`src/rtl/uart_wb_bridge.sv`:
```
// Serial debug command responder: decodes WRITE/READ/PING frames from the UART
// receive path, runs single-word Wishbone cycles and returns the result bytes.
module uart_wb_bridge #(
  parameter int unsigned RX_TIMEOUT  = 1000000,
  parameter int unsigned BUS_TIMEOUT = 1024
) (
  input  logic        clk,
  input  logic        rst,
  input  logic        rx_valid,
  input  logic [7:0]  rx_data,
  output logic        rx_re,
  input  logic        tx_empty,
  output logic        tx_we,
  output logic [7:0]  tx_data,
  output logic [31:0] wb_adr_o,
  output logic [31:0] wb_dat_o,
  input  logic [31:0] wb_dat_i,
  output logic        wb_we_o,
  output logic [3:0]  wb_sel_o,
  output logic        wb_cyc_o,
  output logic        wb_stb_o,
  input  logic        wb_ack_i,
  output logic        busy,
  output logic [7:0]  err_cnt
);

  typedef enum logic [2:0] {
    IDLE, GET_ADDR, GET_DATA, BUS, SEND, SEND_WAIT
  } state_t;

  localparam logic [31:0] RX_LIM  = 32'(RX_TIMEOUT - 1);
  localparam logic [31:0] BUS_LIM = 32'(BUS_TIMEOUT - 1);

  state_t      state_q, state_d;
  logic        is_write_q, is_write_d;
  logic [1:0]  cnt_q, cnt_d;
  logic [31:0] addr_q, addr_d;
  logic [31:0] wdat_q, wdat_d;
  logic [31:0] rsp_q, rsp_d;
  logic [2:0]  rsp_left_q, rsp_left_d;
  logic        rx_re_q, rx_re_d;
  logic        rx_hold_q;
  logic [31:0] rx_tmo_q, rx_tmo_d;
  logic [31:0] bus_tmo_q, bus_tmo_d;
  logic        tx_we_q, tx_we_d;
  logic [7:0]  tx_data_q, tx_data_d;
  logic        cyc_q, cyc_d;
  logic        we_q, we_d;
  logic [3:0]  sel_q, sel_d;
  logic [31:0] adr_q, adr_d;
  logic [31:0] dat_q, dat_d;
  logic [7:0]  err_q, err_d;
  logic        busy_q;
  logic        rx_take;
  logic        err_inc;

  // The UART valid flag lags the read strobe, so skip the strobe cycle and the one after.
  assign rx_take = rx_valid & ~rx_re_q & ~rx_hold_q;

  always_comb begin
    state_d    = state_q;
    is_write_d = is_write_q;
    cnt_d      = cnt_q;
    addr_d     = addr_q;
    wdat_d     = wdat_q;
    rsp_d      = rsp_q;
    rsp_left_d = rsp_left_q;
    rx_re_d    = 1'b0;
    rx_tmo_d   = rx_tmo_q;
    bus_tmo_d  = bus_tmo_q;
    tx_we_d    = 1'b0;
    tx_data_d  = tx_data_q;
    cyc_d      = cyc_q;
    we_d       = we_q;
    sel_d      = sel_q;
    adr_d      = adr_q;
    dat_d      = dat_q;
    err_inc    = 1'b0;

    case (state_q)
      IDLE: begin
        rx_tmo_d = '0;
        if (rx_take) begin
          rx_re_d = 1'b1;
          cnt_d   = 2'd0;
          case (rx_data)
            8'h01: begin is_write_d = 1'b1; state_d = GET_ADDR; end
            8'h02: begin is_write_d = 1'b0; state_d = GET_ADDR; end
            8'h03: begin rsp_d = 32'h5A; rsp_left_d = 3'd1; state_d = SEND; end
            default: begin
              rsp_d      = 32'hEE;
              rsp_left_d = 3'd1;
              err_inc    = 1'b1;
              state_d    = SEND;
            end
          endcase
        end
      end
      GET_ADDR, GET_DATA: begin
        if (rx_take) begin
          rx_re_d  = 1'b1;
          rx_tmo_d = '0;
          cnt_d    = cnt_q + 2'd1;
          if (state_q == GET_ADDR) addr_d[{cnt_q, 3'b000} +: 8] = rx_data;
          else                     wdat_d[{cnt_q, 3'b000} +: 8] = rx_data;
          if (cnt_q == 2'd3) begin
            state_d = (state_q == GET_ADDR && is_write_q) ? GET_DATA : BUS;
          end
        end else if (RX_TIMEOUT != 0 && rx_tmo_q == RX_LIM) begin
          err_inc = 1'b1;
          state_d = IDLE;
        end else begin
          rx_tmo_d = rx_tmo_q + 32'd1;
        end
      end
      BUS: begin
        if (!cyc_q) begin
          cyc_d     = 1'b1;
          sel_d     = 4'hF;
          we_d      = is_write_q;
          adr_d     = {addr_q[31:2], 2'b00};
          dat_d     = wdat_q;
          bus_tmo_d = '0;
        end else if (wb_ack_i) begin
          // Ack is checked before the timeout so a coincident ack still completes.
          cyc_d   = 1'b0;
          sel_d   = 4'h0;
          we_d    = 1'b0;
          state_d = SEND;
          if (is_write_q) begin
            rsp_d      = 32'hA5;
            rsp_left_d = 3'd1;
          end else begin
            rsp_d      = wb_dat_i;
            rsp_left_d = 3'd4;
          end
        end else if (BUS_TIMEOUT != 0 && bus_tmo_q == BUS_LIM) begin
          cyc_d      = 1'b0;
          sel_d      = 4'h0;
          we_d       = 1'b0;
          rsp_d      = 32'hEE;
          rsp_left_d = 3'd1;
          err_inc    = 1'b1;
          state_d    = SEND;
        end else begin
          bus_tmo_d = bus_tmo_q + 32'd1;
        end
      end
      SEND: begin
        if (tx_empty) begin
          tx_we_d    = 1'b1;
          tx_data_d  = rsp_q[7:0];
          rsp_d      = {8'h00, rsp_q[31:8]};
          rsp_left_d = rsp_left_q - 3'd1;
          state_d    = SEND_WAIT;
        end
      end
      SEND_WAIT: begin
        state_d = (rsp_left_q == 3'd0) ? IDLE : SEND;
      end
      default: state_d = IDLE;
    endcase

    err_d = err_q;
    if (err_inc && err_q != 8'hFF) err_d = err_q + 8'd1;
  end

  always_ff @(posedge clk) begin
    if (rst) begin
      state_q    <= IDLE;
      is_write_q <= 1'b0;
      cnt_q      <= 2'd0;
      addr_q     <= '0;
      wdat_q     <= '0;
      rsp_q      <= '0;
      rsp_left_q <= 3'd0;
      rx_re_q    <= 1'b0;
      rx_hold_q  <= 1'b0;
      rx_tmo_q   <= '0;
      bus_tmo_q  <= '0;
      tx_we_q    <= 1'b0;
      tx_data_q  <= 8'h00;
      cyc_q      <= 1'b0;
      we_q       <= 1'b0;
      sel_q      <= 4'h0;
      adr_q      <= '0;
      dat_q      <= '0;
      err_q      <= 8'h00;
      busy_q     <= 1'b0;
    end else begin
      state_q    <= state_d;
      is_write_q <= is_write_d;
      cnt_q      <= cnt_d;
      addr_q     <= addr_d;
      wdat_q     <= wdat_d;
      rsp_q      <= rsp_d;
      rsp_left_q <= rsp_left_d;
      rx_re_q    <= rx_re_d;
      rx_hold_q  <= rx_re_q;
      rx_tmo_q   <= rx_tmo_d;
      bus_tmo_q  <= bus_tmo_d;
      tx_we_q    <= tx_we_d;
      tx_data_q  <= tx_data_d;
      cyc_q      <= cyc_d;
      we_q       <= we_d;
      sel_q      <= sel_d;
      adr_q      <= adr_d;
      dat_q      <= dat_d;
      err_q      <= err_d;
      busy_q     <= (state_d != IDLE);
    end
  end

  assign rx_re    = rx_re_q;
  assign tx_we    = tx_we_q;
  assign tx_data  = tx_data_q;
  assign wb_adr_o = adr_q;
  assign wb_dat_o = dat_q;
  assign wb_we_o  = we_q;
  assign wb_sel_o = sel_q;
  assign wb_cyc_o = cyc_q;
  assign wb_stb_o = cyc_q;
  assign busy     = busy_q;
  assign err_cnt  = err_q;

endmodule

```
`config.mk`:
```
export PLATFORM = sky130hd
export DESIGN_NAME = uart_wb_bridge
export DESIGN_NICKNAME = d
export VERILOG_FILES = /design/src/rtl/uart_wb_bridge.sv
export SDC_FILE = /design/constraint.sdc
export NUM_CORES = 1
export LEC_CHECK = 0
export BUFFER_PORTS_ARGS = -buffer_cell sky130_fd_sc_hd__buf_2
export CAP_MARGIN = 20
export CELL_PAD_IN_SITES_DETAIL_PLACEMENT = 0
export CELL_PAD_IN_SITES_GLOBAL_PLACEMENT = 1
export CORE_AREA = 3 3 193 195
export DETAILED_ROUTE_END_ITERATION = 16
export DIE_AREA = 0 0 196 198
export PLACE_DENSITY_LB_ADDON = 0.1
export SLEW_MARGIN = 40
export SYNTH_ARGS = -nofsm -noshare
export SYNTH_HDL_FRONTEND = slang
export SYNTH_SLANG_ARGS = --single-unit
```
`constraint.sdc`:
```
create_clock -name clk -period 2.9 [get_ports clk]
set_input_delay 0.58 -clock clk [delete_from_list [all_inputs] [get_ports clk]]
set_output_delay 0.58 -clock clk [all_outputs]
set_load 0.03 [all_outputs]
```
==> results of run 1 <==
Yosys cell counts, types with 6 or more instances:
master / instances / area (um^2)
nor4_1: 14 / 87.6
a2111oi_0: 10 / 87.6
nor3_1: 38 / 190
inv_1: 23 / 86.3
nand3_1: 94 / 470
or3_1: 15 / 93.8
mux2i_1: 6 / 60.1
or4_1: 6 / 45.0
xnor2_1: 28 / 245
nor2_1: 117 / 439
and2_1: 11 / 68.8
xor2_1: 6 / 52.6
a211oi_1: 7 / 52.6
ha_1: 10 / 125
buf_1: 10 / 37.5
buf_4: 10 / 75.1
nor2b_1: 11 / 68.8
nand2_1: 264 / 991
clkbuf_1: 61 / 229
a31oi_1: 6 / 37.5
a31o_2: 6 / 52.6
a21oi_1: 174 / 871
o21ai_0: 23 / 115
dfxtp_1: 252 / 5040
a22oi_1: 16 / 120
a221oi_1: 17 / 149
nand4_1: 7 / 43.8
a21o_1: 6 / 45.0
and3_1: 11 / 68.8
buf_2: 9 / 45.0
worst max path at each step:
stage                            start         end  slack, ns  depth (start not counted)
after CTS                 rx_tmo_q[28]  err_cnt[7]       0.23                          7
after global placement      rx_data[2]   rsp_q[12]       0.23                          8
after detailed placement    rx_data[2]    rsp_q[3]       0.23                          8
after global routing        state_q[1]  err_cnt[7]      0.007                          7
final                     rx_tmo_q[28]  err_cnt[7]       0.26                          7
after floorplan             rx_data[3]    rsp_q[1]       0.47                          9
flip-flops by register name (all words and copies together) (netlist names):
signal and flops:
wdat_q 32, rx_hold_q 1, rx_tmo_q 32, addr_q 30
wb_we_o 1, tx_data 8, rsp_q 32, bus_tmo_q 32
state_q 3, rsp_left_q 3, tx_we 1, wb_cyc_o 1
is_write_q 1, err_cnt 8, wb_adr_o 30, wb_dat_o 32
rx_re 1, busy 1, wb_sel_o 1, cnt_q 2
cell type report:
| class | instances | area share [%] |
|---|---|---|
| diodes | 2 | 0.0387 |
| flip-flops and latches | 252 | 39.1 |
| multi-input cells | 965 | 40.1 |
| repair buffers | 179 | 8.28 |
| clock inverters | 11 | 0.833 |
| clock buffers | 42 | 6.55 |
| well taps | 461 | 4.47 |
| inverters | 23 | 0.668 |
metal layers:
layer	routed length, um	global-route usage [%]	vias up
li1	-	-	4882
met2	14300	25.1	184
met5	34	0	-
met4	466	3.22	6
met1	16500	24.3	4590
met3	1630	3.11	33
kinds of logic (layout without fill, tap and decap cells):
kind of cell    count (synthesis)  after routing
compound gates                297            297
xor+xnor                       34             34
fa+ha+maj                      11             11
buf+inv                       114            255
flops                         252            252
mux                             6              6
other cells                     1              4
simple gates                  615            615
power by group:
part	leakage [nW]	switching (mW)	internal [mW]
Combinational	2.17	0.368	0.195
Clock	0.471	1.52	2.12
Sequential	2.04	0.0454	3.53
Total	4.67	1.93	5.84
critical path, stage by stage (launching register included):
cell and delay (ns):
dfxtp_1 0.34, nor4_1 0.48, nand3_1 0.27, nor3_4 0.52, a21oi_2 0.11, buf_4 0.21, or4_1 0.47, a21oi_1 0.16
through the flow:
step	instances	cell area [um^2]	util, %
after CTS	1932	12900	36.2
after global placement	1879	11900	33.6
after floorplan	1331	10700	-
final	1935	12900	36.3
after detailed placement	1879	11900	33.6
after global routing	1935	12900	36.3
==> flow_metrics.env, run 1 <==
export IMPL_status="completed"
export IMPL_worstPathRequired_ns=3.38
export IMPL_cts_resized=0
export IMPL_synth_edf_count=0
export IMPL_seq_area_frac_synth_pct=47.2
export IMPL_multi_input_area_um2=5180
export IMPL_drt_wl_total_um=32900
export IMPL_r2r_slack_ns=0.26
export IMPL_layout_common_cells="nand2_1, dfxtp_1, a21oi_1"
export IMPL_grt_pass1_wl_um=52100
export IMPL_netlist_area_um2=10700
export IMPL_async_flop_share_pct=0
export IMPL_synthMuxAreaShare_pct=0.562
export IMPL_first_pass_iters=5
export IMPL_syn_area_per_cell_um2=8.03
export IMPL_tns_ns=0
export IMPL_netlist_instances=1330
export IMPL_vias=9695
export IMPL_place_ws_ns=0.226
export IMPL_clockRootBuffer="clkbuf_16"
export IMPL_synthAdderAreaFrac_pct=1.26
export IMPL_finalNetCount=1506
export IMPL_coreArea_um2=35600
export IMPL_p_leak_nw=4.67
export IMPL_gr_total_overflow=0
export IMPL_whs_path_depth=3
export IMPL_grt_start_max_net_pins=73
export IMPL_yosysUniqueCellTypes=66
export IMPL_viasPerCell=5.01
export IMPL_synth_compound_area_share_pct=17.2
export IMPL_drive_gt1_share_pct=17.2
export IMPL_holdBufCountCts=0
export IMPL_power_density_nw_per_um2=602
export IMPL_synth_warnings=0
export IMPL_worstSetupPathType="reg -> reg"
export IMPL_rsz0062_at_grt="no"
export IMPL_setup_viol=0
export IMPL_io_pins=135
export IMPL_rows=69
export IMPL_drt_antenna_violating_nets=0
export IMPL_hold_path_class="in -> reg"
export IMPL_area_delta_synth_final_pct=20.9
export IMPL_port_buffers=132
export IMPL_critical_path_max_fanout=14
export IMPL_wl_per_cell_um=17.0
export IMPL_drc=0
export IMPL_p_total_mw=7.78
export IMPL_postCtsSetupBuffers=0
export IMPL_fmax_mhz=379
export IMPL_hold_slack_ns=0.259
export IMPL_final_common_cell="nand2_1"
export IMPL_hold_end="rsp_q[28]"
export IMPL_min_period_ns=2.64
export IMPL_cts_sink_count=252
export IMPL_cp_start_kind="register"
export IMPL_cts_path_max_buffers=3
export IMPL_start_util_pct=30.0
export IMPL_r2r_end="err_cnt[7]"
export IMPL_grt_pass1_vias=9314
export IMPL_htree_levels=1
export IMPL_cts_tree="yes"
export IMPL_numCtsBuffers=30
export IMPL_post_route_period_util_pct=91.1
export IMPL_hpwlAfterDp_um=22100
export IMPL_worst_r2r_cell_count=7
export IMPL_synth_simple_area_share_pct=26.4
export IMPL_fill_cells=3829
export IMPL_dieArea_um2=38800
export IMPL_grt_util_all_layers_pct=16.4
export IMPL_timing_hold_violations_final=0
export IMPL_clkTransAtPathRegs_ns=0.06
export IMPL_synth_xor_xnor_area_share_pct=2.79
export IMPL_slew_violations=0
export IMPL_vdd_ir_drop_max_uv=414
export IMPL_relSlewSlack_pct=48.3
export IMPL_yosys_register_bits=252
export IMPL_cp_arrival_ns=3.12
export IMPL_min_delay_start="wb_dat_i[28]"
export IMPL_die_w_um=196
export IMPL_gp_congestion=0.777
export IMPL_clkLatencyLatePin_ns=0.57
export IMPL_register_area_um2=5040
export IMPL_cp_end_kind="register"
export IMPL_antenna_found_initial=5
export IMPL_drv_cap=0
export IMPL_synth_top_family_by_area="simple AND/OR/NAND/NOR gates"
export IMPL_worst_pin_slew_ns=0.756
export IMPL_die_h_um=198
export IMPL_reg2reg_from="rx_tmo_q[28]"
export IMPL_setup_ws_ns=0.259
export IMPL_clock_skew_ns=0.0238
export IMPL_detail_route_iter0_violations=474
export IMPL_synth_flop_cell="dfxtp_1"
Note: power is estimated with default switching activity, not from simulation.
==> inputs of run 2 (changes only) <==
Settings changed: CELL_PAD_IN_SITES_DETAIL_PLACEMENT 0 to 1.
==> flow_metrics.env, run 2 (same netlist as run 1, synthesis figures left out) <==
export IMPL_cts_sink_count=252
export IMPL_pwr_share_clk_pct=49.3
export IMPL_power_density_nw_per_um2=628
export IMPL_wl_per_cell_um=17.9
export IMPL_setup_viol=0
export IMPL_final_common_cell="nand2_1"
export IMPL_area_delta_synth_final_pct=21.8
export IMPL_io_pins=135
export IMPL_r2r_end="err_cnt[5]"
export IMPL_rsz0062_at_grt="no"
export IMPL_worst_r2r_cell_count=7
export IMPL_worstSetupPathType="reg -> reg"
export IMPL_finalNetCount=1505
export IMPL_start_util_pct=30.0
export IMPL_coreArea_um2=35600
export IMPL_cts_resized=0
export IMPL_fill_cells=4291
export IMPL_numCtsBuffers=30
export IMPL_p_leak_nw=4.71
export IMPL_hold_path_class="in -> reg"
export IMPL_drv_cap=0
export IMPL_grt_pass1_vias=9869
export IMPL_worst_pin_slew_ns=0.771
export IMPL_min_delay_start="wb_dat_i[28]"
export IMPL_port_buffers=132
export IMPL_die_w_um=196
export IMPL_relSlewSlack_pct=47.3
export IMPL_hold_end="rsp_q[28]"
export IMPL_rows=69
export IMPL_antenna_found_initial=6
export IMPL_reg2reg_from="state_q[1]"
export IMPL_first_pass_iters=4
export IMPL_grt_pass1_wl_um=55200
export IMPL_cp_arrival_ns=3.12
export IMPL_switching_share_pct=24.5
export IMPL_slew_violations=0
export IMPL_whs_path_depth=3
export IMPL_status="completed"
export IMPL_die_h_um=198
export IMPL_vdd_ir_drop_max_uv=472
export IMPL_viasPerCell=5.09
export IMPL_grt_start_max_net_pins=73
export IMPL_critical_path_max_fanout=14
export IMPL_cp_end_kind="register"
export IMPL_path_cells="nor4bb_1 > o2111ai_1 > o32ai_1 > a21oi_2 > buf_4 > or4_1 > a21oi_1"
export IMPL_dieArea_um2=38800
export IMPL_cts_tree="yes"
export IMPL_dp_cells=1879
export IMPL_post_route_period_util_pct=90.5
export IMPL_worstPathRequired_ns=3.40
export IMPL_cp_start_kind="register"
export IMPL_gr_total_overflow=0
export IMPL_critPathMaxStageDelay_ns=0.59
export IMPL_combPwrFrac_pct=6.9
export IMPL_r2r_slack_ns=0.28
export IMPL_worst_path_max_delay_cell="nor4bb_1"
export IMPL_detail_route_iter0_violations=350
export IMPL_min_period_ns=2.62
export IMPL_cts_path_max_buffers=3
export IMPL_drive_gt1_share_pct=17.5
export IMPL_clkLatencyLatePin_ns=0.59
export IMPL_drt_wl_total_um=34500
export IMPL_pwr_share_seq_pct=43.8
export IMPL_clock_skew_ns=0.0147
export IMPL_grt_util_all_layers_pct=17.4
export IMPL_drc=0
export IMPL_clkTransAtPathRegs_ns=0.06
export IMPL_hpwlAfterDp_um=23500
export IMPL_timing_hold_violations_final=0
export IMPL_fmax_mhz=381
export IMPL_switchingPower_mw=2.00
export IMPL_clockRootBuffer="clkbuf_16"
export IMPL_htree_levels=1
export IMPL_internal_power_mw=6.17
export IMPL_vias=9846
export IMPL_gp_congestion=0.777
export IMPL_drt_antenna_violating_nets=0
export IMPL_fin_cells=1934
export IMPL_layout_common_cells="nand2_1, dfxtp_1, a21oi_1"
export IMPL_tns_ns=0
run 2: how the worst max path moves through the flow:
stage | from | end | slack (ns) | depth (start not counted)
6_report | state_q[1] | err_cnt[5] | 0.28 | 7
5_1_grt | rx_tmo_q[28] | err_cnt[7] | 0.04 | 7
4_1_cts | rx_tmo_q[28] | err_cnt[5] | 0.22 | 7
3_5_place_dp | rx_data[2] | rsp_q[12] | 0.20 | 8
3_3_place_gp | rx_data[2] | rsp_q[12] | 0.23 | 8
2_1_floorplan | rx_data[3] | rsp_q[1] | 0.47 | 9
run 2: per-layer routing:
metal / part of all wire (%) / track usage [%] / wire length, um
met1: 50 / 24.9 / 17300
met2: 43 / 27.2 / 15000
met3: 4.3 / 3.15 / 1490
met4: 2.1 / 4.36 / 731
met5: 0.11 / 0 / 37
run 2: power by group through the flow:
stage	logic, mW	clock network, mW	registers, mW
floorplan	0.350	0	3.66
global placement	0.566	0	3.65
detailed placement	0.573	0	3.65
CTS	0.575	4.15	3.58
global route	0.630	4.29	3.58
finish	0.565	4.03	3.58
run 2: what timing repair did:
action                                  CTS  global route
setup buffers                             0             0
hold buffers                              0             0
endpoints found under the setup margin    0             1
endpoints found under the hold margin     0             0
run 2: worst max-delay path: cells and delay by family, from the launching register on:
kind                   cells  cell delay, ns
AO/OA/AOI/OAI              4            0.71
buffers and inverters      1            0.21
flip-flops                 1            0.56
AND/OR/NAND/NOR            2            1.06
run 2: final cells by class:
cell class	count	area [um^2]	share of cell area, %
multi-input cells	965	5180	39.8
flip-flops and latches	252	5040	38.8
repair buffers	178	1050	8.07
clock buffers	39	865	6.64
well taps	461	577	4.43
clock inverters	14	203	1.56
inverters	23	86.3	0.664
diodes	2	5.00	0.0385
run 2: stage by stage:
stage                     cell area (um^2)  setup slack [ns]  total power, mW  utilization, %  hold WS (ns)
after global routing                 13000            0.0420             8.51            36.6         0.235
after CTS                            13000             0.216             8.30            36.6         0.215
after floorplan                      10700             0.474             4.01               -         0.432
after global placement               11900             0.234             4.22            33.6         0.440
after detailed placement             11900             0.196             4.23            33.6         0.445
final                                13000             0.277             8.17            36.6         0.249
